===== config.mk =====
export PLATFORM = sky130hd
export DESIGN_NAME = mdio_phy_responder
export DESIGN_NICKNAME = d
export VERILOG_FILES = /design/src/rtl/mdio_phy_responder.sv
export SDC_FILE = /design/constraint.sdc
export NUM_CORES = 1
export LEC_CHECK = 0
export BUFFER_PORTS_ARGS = -buffer_cell sky130_fd_sc_hd__buf_2
export CORE_MARGIN = 2
export CORE_UTILIZATION = 55
export DETAILED_ROUTE_END_ITERATION = 10
export GPL_TIMING_DRIVEN = 0
export PLACE_DENSITY = 0.82
export SETUP_SLACK_MARGIN = 0.2
export SLEW_MARGIN = 20
export SYNTH_ARGS = -nofsm -noshare
export SYNTH_HDL_FRONTEND = slang
export SYNTH_SLANG_ARGS = --single-unit

===== constraint.sdc =====
create_clock -name clk -period 5.3 [get_ports clk]
set_clock_uncertainty 0.05 [all_clocks]
set_input_delay 1.06 -clock clk [delete_from_list [all_inputs] [get_ports clk]]
set_output_delay 1.06 -clock clk [all_outputs]
set_load 0.02 [all_outputs]

===== src/rtl/mdio_phy_responder.sv =====
// mdio_phy_responder: Clause-22 MDIO PHY-side responder with a 32x16 register model.
// MDC and MDIO are resynchronised to clk; bits are sampled on MDC rise and driven on MDC fall.
module mdio_phy_responder #(
  parameter logic [4:0]  PHY_ADDR     = 5'd1,
  parameter bit          BCAST_EN     = 1'b1,
  parameter int          PREAMBLE_MIN = 32,
  parameter logic [15:0] PHY_ID1      = 16'h001C,
  parameter logic [15:0] PHY_ID2      = 16'hC915
) (
  input  logic        clk,
  input  logic        arst_n,
  input  logic        mdc_i,
  input  logic        mdio_i,
  output logic        mdio_out,
  output logic        mdio_en,
  input  logic        link_up_i,
  output logic        wr_valid,
  output logic [4:0]  wr_addr,
  output logic [15:0] wr_data,
  output logic [7:0]  frame_err_cnt
);
  typedef enum logic [2:0] {HUNT, ST, OP, PHYAD, REGAD, TA, WDATA, RDATA} state_t;
  state_t state;
  logic [1:0] mdc_s, mdio_s;
  logic mdc_q, rise, fall, din, abort, is_read, match, ta_hi;
  logic [5:0] pre_cnt;
  logic [3:0] cnt;
  logic [4:0] phyad, regad;
  logic [15:0] shreg, rdata, wd;
  logic [15:0] regs [32];

  function automatic logic [15:0] dflt(input int i);
    return i == 0 ? 16'h1140 : i == 1 ? 16'h7949 : i == 2 ? PHY_ID1 : i == 3 ? PHY_ID2 : 16'h0000;
  endfunction

  assign din  = mdio_s[1];
  assign rise = mdc_s[1] & ~mdc_q;
  assign fall = ~mdc_s[1] & mdc_q;
  assign wd   = {shreg[14:0], din};

  always_comb begin
    rdata = regad == 5'd0 ? {1'b0, regs[0][14:0]} :
            regad == 5'd1 ? (16'h7949 & 16'hFFFB) | {13'd0, link_up_i, 2'd0} :
            regad == 5'd2 ? PHY_ID1 :
            regad == 5'd3 ? PHY_ID2 : regs[regad];
    abort = rise && ((state == ST && !din) ||
                     (state == OP && cnt == 4'd1 && is_read == din) ||
                     (state == TA && cnt == 4'd1 && !is_read && !(ta_hi && !din)));
  end

  always_ff @(posedge clk or negedge arst_n) begin
    if (!arst_n) begin
      mdc_s <= 2'b00;
      mdio_s <= 2'b00;
      mdc_q <= 1'b0;
      state <= HUNT;
      pre_cnt <= 6'd0;
      cnt <= 4'd0;
      phyad <= 5'd0;
      regad <= 5'd0;
      shreg <= 16'h0000;
      is_read <= 1'b0;
      match <= 1'b0;
      ta_hi <= 1'b0;
      mdio_en <= 1'b0;
      mdio_out <= 1'b1;
      wr_valid <= 1'b0;
      wr_addr <= 5'd0;
      wr_data <= 16'h0000;
      frame_err_cnt <= 8'd0;
      for (int i = 0; i < 32; i++) regs[i] <= dflt(i);
    end else begin
      mdc_s <= {mdc_s[0], mdc_i};
      mdio_s <= {mdio_s[0], mdio_i};
      mdc_q <= mdc_s[1];
      wr_valid <= 1'b0;
      if (abort) begin
        state <= HUNT;
        pre_cnt <= 6'd0;
        frame_err_cnt <= frame_err_cnt + {7'd0, frame_err_cnt != 8'hFF};
      end else if (rise) begin
        case (state)
          HUNT: begin
            pre_cnt <= din ? pre_cnt + {5'd0, pre_cnt != 6'd32} : 6'd0;
            if (!din && pre_cnt >= 6'(PREAMBLE_MIN)) state <= ST;
          end
          ST: begin
            state <= OP;
            cnt <= 4'd0;
          end
          OP: begin
            // First OP bit alone decides read (10) vs write (01); the second must differ
            is_read <= cnt == 4'd0 ? din : is_read;
            cnt <= cnt == 4'd0 ? 4'd1 : 4'd0;
            if (cnt == 4'd1) state <= PHYAD;
          end
          PHYAD: begin
            phyad <= {phyad[3:0], din};
            cnt <= cnt == 4'd4 ? 4'd0 : cnt + 4'd1;
            if (cnt == 4'd4) state <= REGAD;
          end
          REGAD: begin
            regad <= {regad[3:0], din};
            cnt <= cnt == 4'd4 ? 4'd0 : cnt + 4'd1;
            if (cnt == 4'd4) begin
              state <= TA;
              match <= phyad == PHY_ADDR || (!is_read && BCAST_EN && phyad == 5'd0);
            end
          end
          TA: begin
            ta_hi <= din;
            cnt <= cnt == 4'd0 ? 4'd1 : 4'd0;
            if (cnt == 4'd0) shreg <= rdata;
            else state <= is_read ? RDATA : WDATA;
          end
          WDATA: begin
            shreg <= wd;
            cnt <= cnt + 4'd1;
            if (cnt == 4'd15) begin
              state <= HUNT;
              pre_cnt <= 6'd0;
              if (match) begin
                wr_valid <= 1'b1;
                wr_addr <= regad;
                wr_data <= wd;
                if (regad == 5'd0 && wd[15]) for (int i = 0; i < 32; i++) regs[i] <= dflt(i);
                else if (regad == 5'd0 || regad > 5'd3) regs[regad] <= wd;
              end
            end
          end
          RDATA: begin
            cnt <= cnt + 4'd1;
            if (cnt == 4'd15) begin
              state <= HUNT;
              pre_cnt <= 6'd0;
            end
          end
          default: state <= HUNT;
        endcase
      end else if (fall) begin
        if (state == TA && cnt == 4'd1 && is_read && match) begin
          mdio_en <= 1'b1;
          mdio_out <= 1'b0;
        end else if (state == RDATA && is_read && match) begin
          mdio_out <= shreg[15];
          shreg <= {shreg[14:0], 1'b0};
        end else begin
          mdio_en <= 1'b0;
          mdio_out <= 1'b1;
        end
      end
    end
  end
endmodule

==> results.md, run 1 <==
- DIE HEIGHT: 222 um
- Estimated wirelength of the detail-placed design: 57.6 mm
- Post-synth net total: 1,909
- Core footprint: 46,800 um^2
- Share of layout cells above drive strength 1: 0.304
- First-pass GRT wire length: 128 mm
- RSZ-0062 raised after global routing: false
- Iteration-0 DRC Markers: between 2,000 and 3,000
- Critical path capture point type: flop
- Share of the synthesized area in the top cell type: 0.517
- Synthesized area per cell: 13.8 um^2
- Critical path's slowest cell: clkbuf_1
- Avg WL per Cell: between 30 and 40 um
- Setup violators final: 0
- Antenna fix cells: 0
- Area growth from synthesis to layout: 11.2%
- Top area cells in the synthesized netlist: dfrtp_1 (52%), o2bb2ai_2 (11%), o2bb2ai_1 (8.3%), mux4_2 (7.7%), mux2_2 (2.3%)
- Top cells by count, synth: dfrtp_1 (540), o2bb2ai_1 (249), o2bb2ai_2 (200)
- Top achievable clock speed: 0.245 GHz
- Initial antenna violation count: 2
- Crit path largest cell delay: ~0.97 ns
- H-tree levels: 2
- CP most frequent cell: clkbuf_1
- Vias/cell: 7.16
- Root buffer cell: clkbuf_16
- Clock Path Buffers: 3
- Post-Synthesis Cells: 1,896
- Number of global-route vias before repair: slightly below 20,000
- TritonCTS buffer count: 55
- Num rows: between 70 and 80
- Final Critical Period: between 4 and 5 ns
- Die outline width: around 220 um
- Critical setup path kind: flop to flop
- Leak pwr: 12.1 nW
- Hold-fix buffers, CTS: 0
- TritonCTS clock tree: done
- Worst path top cell family by delay: buffers and inverters
- CTS-repair resized insts: 0
- GPL Wtd Cong: 1.04
- CP Cell Sequence: buf_2 > clkbuf_1 > clkbuf_1 > mux4_2 > a221oi_1 > o221ai_1 > a22o_1
- Cell taking the most area after synthesis: dfrtp_1
- CP Launch Type: flop
- Crit path depth: 7
- Worst Hold Slack: 0.189 ns
- Max-slew headroom: 0.175
- Postcts setup bufs: 0
- Status: finished, final reports clean
- Clk sinks: 546
- Post-synth EDFFs: 0
- First-pass iteration count of the detailed router: 6
- Top Ports: 37
- Buf/Inv on CP: 3
- All-Layer GR Usage: 0.350
- Worst Reg-to-Reg Cells: 7
- Total grt overflow: 0
- Async SR Flop Fraction: 1.00
- Synth unique cells: 70
- Clock Pin Slew Worst Setup and Hold Paths: approximately 0.070 ns
- WP data arrival: 4.56 ns
- Hold WC Path Type: input port to async pin
- Most common cell in the netlist: dfrtp_1
- Final Hold Fails: 0
- Pin count of the biggest net entering global routing: 107
- Design Power: 8.33 mW
- PortBufs: 36
- Total Wirelength: 85.4 mm
- Post-detailed-route count of antenna-violating nets: 0
- Worst r2r src: regad[1]
- DRC: 0
- Register area share after synthesis: 0.523
- Synth warnings: 0
- Initial Util: 0.560
- Max_cap viols: 0
- FILL cells: 3,463
- PwrDens: 286 nW/um^2
- Reg-to-Reg End: shreg[0]
- R2R setup slack: about 1.2 ns
- Ys flop type: dfrtp_1
- DR vias: ~19,000
- Slew @ Worst Pin: 1.24 ns
- Mapped cell area: 26,200 um^2
- Worst-Skew Late Latency: 0.65 ns
- Peak supply drop: 0.262 mV
- FF+latch count, synth: about 550
- Crit path max fanout: 10
- Critical Path RT: between 5 and 6 ns
- Die area: 49,300 um^2
- Max Slew Vio Count: 0
- Final nets: between 2,000 and 2,500
- Final period utilization: 0.769
## per-stage QoR
stage	utilization	setup slack, ns	instance area (um^2)	TNS, ns	instances
2_1_floorplan	-	3.01	26200	0	1896
3_3_place_gp	0.580	-7.35	27100	-3969.15	2539
3_5_place_dp	0.583	1.56	27300	0	2545
4_1_cts	0.622	1.52	29100	0	2646
5_1_grt	0.622	1.40	29100	0	2646
6_report	0.622	1.23	29100	0	2646
## layout by cell type, fill, tap and decap left out, types with 5 or more instances in the layout
| master | n |
|---|---|
| o31ai_1 | 10 |
| clkbuf_8 | 14 |
| nand2_4 | 20 |
| clkbuf_1 | 77 |
| o2bb2ai_1 | 249 |
| xnor2_1 | 6 |
| and2_1 | 8 |
| nor3_1 | 15 |
| ha_1 | 8 |
| clkinv_2 | 9 |
| nor2b_1 | 16 |
| inv_1 | 9 |
| nand2b_1 | 9 |
| o21ai_0 | 25 |
| nand4_1 | 6 |
| nand3_1 | 56 |
| o211ai_1 | 7 |
| clkbuf_16 | 56 |
| o22ai_1 | 8 |
| mux2i_1 | 54 |
| buf_16 | 6 |
| a22oi_1 | 15 |
| a22o_1 | 6 |
| buf_2 | 89 |
| buf_4 | 18 |
| a211oi_1 | 6 |
| nor2_1 | 47 |
| dfstp_2 | 6 |
| o2bb2ai_2 | 200 |
| mux4_2 | 89 |
| buf_6 | 37 |
| nand2_1 | 143 |
| a21oi_1 | 20 |
| mux2_2 | 54 |
| a31oi_1 | 10 |
| a221oi_1 | 13 |
| dfrtp_1 | 540 |
| nand3b_1 | 5 |
## power by group
group | switching [mW] | internal [mW]
Combinational | 0.108 | 0.0288
Sequential | 0.00604 | 4.17
Clock | 1.72 | 2.29
## sequential cells by signal, summed over array words and instances (netlist names), 2 cells and up
name / flops
cnt: 4
frame_err_cnt: 8
mdc_s: 2
mdio_s: 2
phyad: 5
pre_cnt: 6
regad: 5
regs: 467
shreg: 16
state: 3
wr_addr: 5
wr_data: 16
## worst max path at each step
stage / end / start
floorplan: shreg[0] / regad[0]
global placement: regs[82] / arst_n
detailed placement: regs[345] / regad[1]
CTS: regs[345] / regad[1]
global route: shreg[0] / regad[1]
finish: shreg[0] / regad[1]
## metal layers
layer	part of all wire	GRT usage	vias to the layer above
met5	0.00016	0.00587	-
met4	0.061	0.198	2
met3	0.12	0.111	297
met2	0.43	0.498	1302
met1	0.39	0.477	9816
li1	-	-	7536
## cells by family after synthesis
family                     Yosys count  share of synthesized area
xor gates and xnor gates             7                    0.00234
and+or+nand+nor                    355                     0.0699
muxes                              197                      0.121
buffers and inverters              186                     0.0433
adders and majority gates            8                    0.00383
AOI/OAI and AO/OA                  597                      0.237
DFF                                546                      0.523
## area by class of cell
cell class | count | area, um^2 | share of cell area
Buffer | 176 | 1100 | 0.0377
Clock buffer | 85 | 1650 | 0.0567
Clock inverter | 16 | 176 | 0.00606
Inverter | 10 | 37.5 | 0.00129
Multi-Input combinational cell | 1164 | 11400 | 0.390
Sequential cell | 546 | 13700 | 0.470
Tap cell | 607 | 759 | 0.0261
Timing Repair Buffer | 42 | 355 | 0.0122
Power figures use the tool's default switching activity.
==> run 2, diff against run 1 <==
==> constraint.sdc (replaced) <==
create_clock -name clk -period 4.2 [get_ports clk]
set_clock_uncertainty 0.05 [all_clocks]
set_input_delay 0.84 -clock clk [delete_from_list [all_inputs] [get_ports clk]]
set_output_delay 0.84 -clock clk [all_outputs]
set_load 0.02 [all_outputs]
==> run 2 against run 1 <==
Register-to-register slack lost 1.1 ns. Die area is the same. Highest routed layer unchanged. Largest cell class unchanged. Sequential power grew 26%. Largest power group unchanged.
==> results.md, run 2 (synthesis results as in run 1) <==
- Most flops, register: regs
- Postcts setup bufs: 0
- Clk sinks: 546
- Estimated wirelength of the detail-placed design: 57.6 mm
- DR vias: 18,921
- All-Layer GR Usage: 0.350
- Root buffer cell: clkbuf_16
- R2R setup slack: 0.17 ns
- P_sw: 2.32 mW
- Initial Util: 0.560
- Number of global-route vias before repair: 19,259
- Max_cap viols: 0
- Max-slew headroom: 0.184
- Antenna fix cells: 0
- Max FFs per register: 467
- Final Critical Period: roughly 4.0 ns
- TritonCTS buffer count: 55
- Critical Path RT: 4.69 ns
- PortBufs: 36
- GPL Wtd Cong: 1.04
- Clock Path Buffers: 3
- Hold_sp: mdio_i
- Most common cell after layout, fill and taps aside: dfrtp_1
- Clk pwr share: 0.481
- Top achievable clock speed: 0.248 GHz
- DIE HEIGHT: 222 um
- Final Hold Fails: 0
- Total grt overflow: 0
- Final nets: about 2,000
- Commonest cells after routing, fill and taps aside: dfrtp_1 (540), o2bb2ai_1 (249), o2bb2ai_2 (200), nand2_1 (143)
- CP Launch Type: flop
- Biggest regs: regs (467), shreg (16), wr_data (16)
- Post-place instance area: ~27,000 um^2
- Hold Path End: mdio_s[0]
- First-pass iteration count of the detailed router: 6
- Fin util: 0.623
- DRC: 0
- H-tree levels: 2
- CTS-repair resized insts: 0
- Post-route cell area: a little under 30,000 um^2
- Sw frac: 0.221
- Top Ports: 37
- Die area: 49,300 um^2
- Setup violators final: 0
- Worst r2r src: regad[1]
- PwrDens: 361 nW/um^2
- Share of layout cells above drive strength 1: 0.303
- Status: finished, final reports clean
- Hold Path Depth: 1
- Total Wirelength: 85.3 mm
- Worst Reg-to-Reg Cells: 7
- Setup TNS: 0 ns
- Hold-fix buffers, CTS: 1
- Initial antenna violation count: 2
- Iteration-0 DRC Markers: 2,652
- Crit path max fanout: 10
- Leak pwr: 12.1 nW
- Peak supply drop: 0.330 mV
- Post-detailed-route count of antenna-violating nets: 0
- Worst-Skew Late Latency: 0.66 ns
- Clock Pin Slew Worst Setup and Hold Paths: approximately 0.070 ns
- RSZ-0062 raised after global routing: false
- Final period utilization: 0.960
- Design Power: 10.5 mW
- Critical setup path kind: flop to flop
- Reg-to-Reg End: shreg[0]
- Avg WL per Cell: between 30 and 40 um
- Internal power: 8.19 mW
- Critical path capture point type: flop
- Die outline width: approximately 220 um
- WP data arrival: 4.52 ns
- First-pass GRT wire length: 128 mm
- Slew @ Worst Pin: 1.22 ns
- Sequential Power Share: 0.502
- TritonCTS clock tree: done
- Max Slew Vio Count: 0
- Hold WC Path Type: input port to flop
- Pin count of the biggest net entering global routing: around 110
- Comb power frac: 0.017
- Vias/cell: 7.15
- Core footprint: 46,800 um^2
- Num rows: 79
- Area growth from synthesis to layout: 11.3%
- Worst Hold Slack: between 0.2 and 0.3 ns
## run 2: critical path: stages, from the launching register on
cell and delay (ns):
dfrtp_1 0.33, buf_2 0.25, clkbuf_1 0.82, clkbuf_1 0.97, mux4_2 0.47, a221oi_1 0.35, o221ai_1 0.37, a22o_1 0.29
## run 2: power by group through the flow
stage / clock, mW / sequential, mW / combinational [mW]
after CTS: 5.05 / 5.28 / 0.178
final: 5.06 / 5.28 / 0.174
after floorplan: 0 / 5.37 / 0.0336
after global placement: 0 / 5.38 / 0.149
after global routing: 5.25 / 5.27 / 0.199
after detailed placement: 0 / 5.37 / 0.176
## run 2: layer usage
| layer | GRT usage | wire, um |
|---|---|---|
| met1 | 0.477 | 32900 |
| met3 | 0.111 | 10100 |
| met2 | 0.498 | 36900 |
| met5 | 0.00587 | 14 |
| met4 | 0.198 | 5360 |
## run 2: final cells by class
class                      instances  area, um^2
sequential                       546       13700
timing repair buffer              43         365
clock inverter                    16         176
multi-input combinational       1164       11400
fill                            3462       17600
buffer                           176        1100
tap                              607         759
clock buffer                      85        1650
inverter                          10        37.5
## run 2: worst max path at each step
stage | slack [ns] | cells after the start | endpoint | startpoint
after floorplan | 1.91 | 8 | shreg[0] | regad[0]
after global placement | -8.23 | 1 | regs[82] | arst_n
after detailed placement | 0.46 | 9 | regs[345] | regad[1]
after CTS | 0.42 | 9 | regs[345] | regad[1]
after global routing | 0.30 | 7 | shreg[0] | regad[1]
final | 0.17 | 7 | shreg[0] | regad[1]
## run 2: through the flow
step	worst slack (ns)	instances
after CTS	0.421	2647
after global placement	-8.23	2539
after floorplan	1.91	1896
after detailed placement	0.459	2545
after global routing	0.304	2647
final	0.168	2647
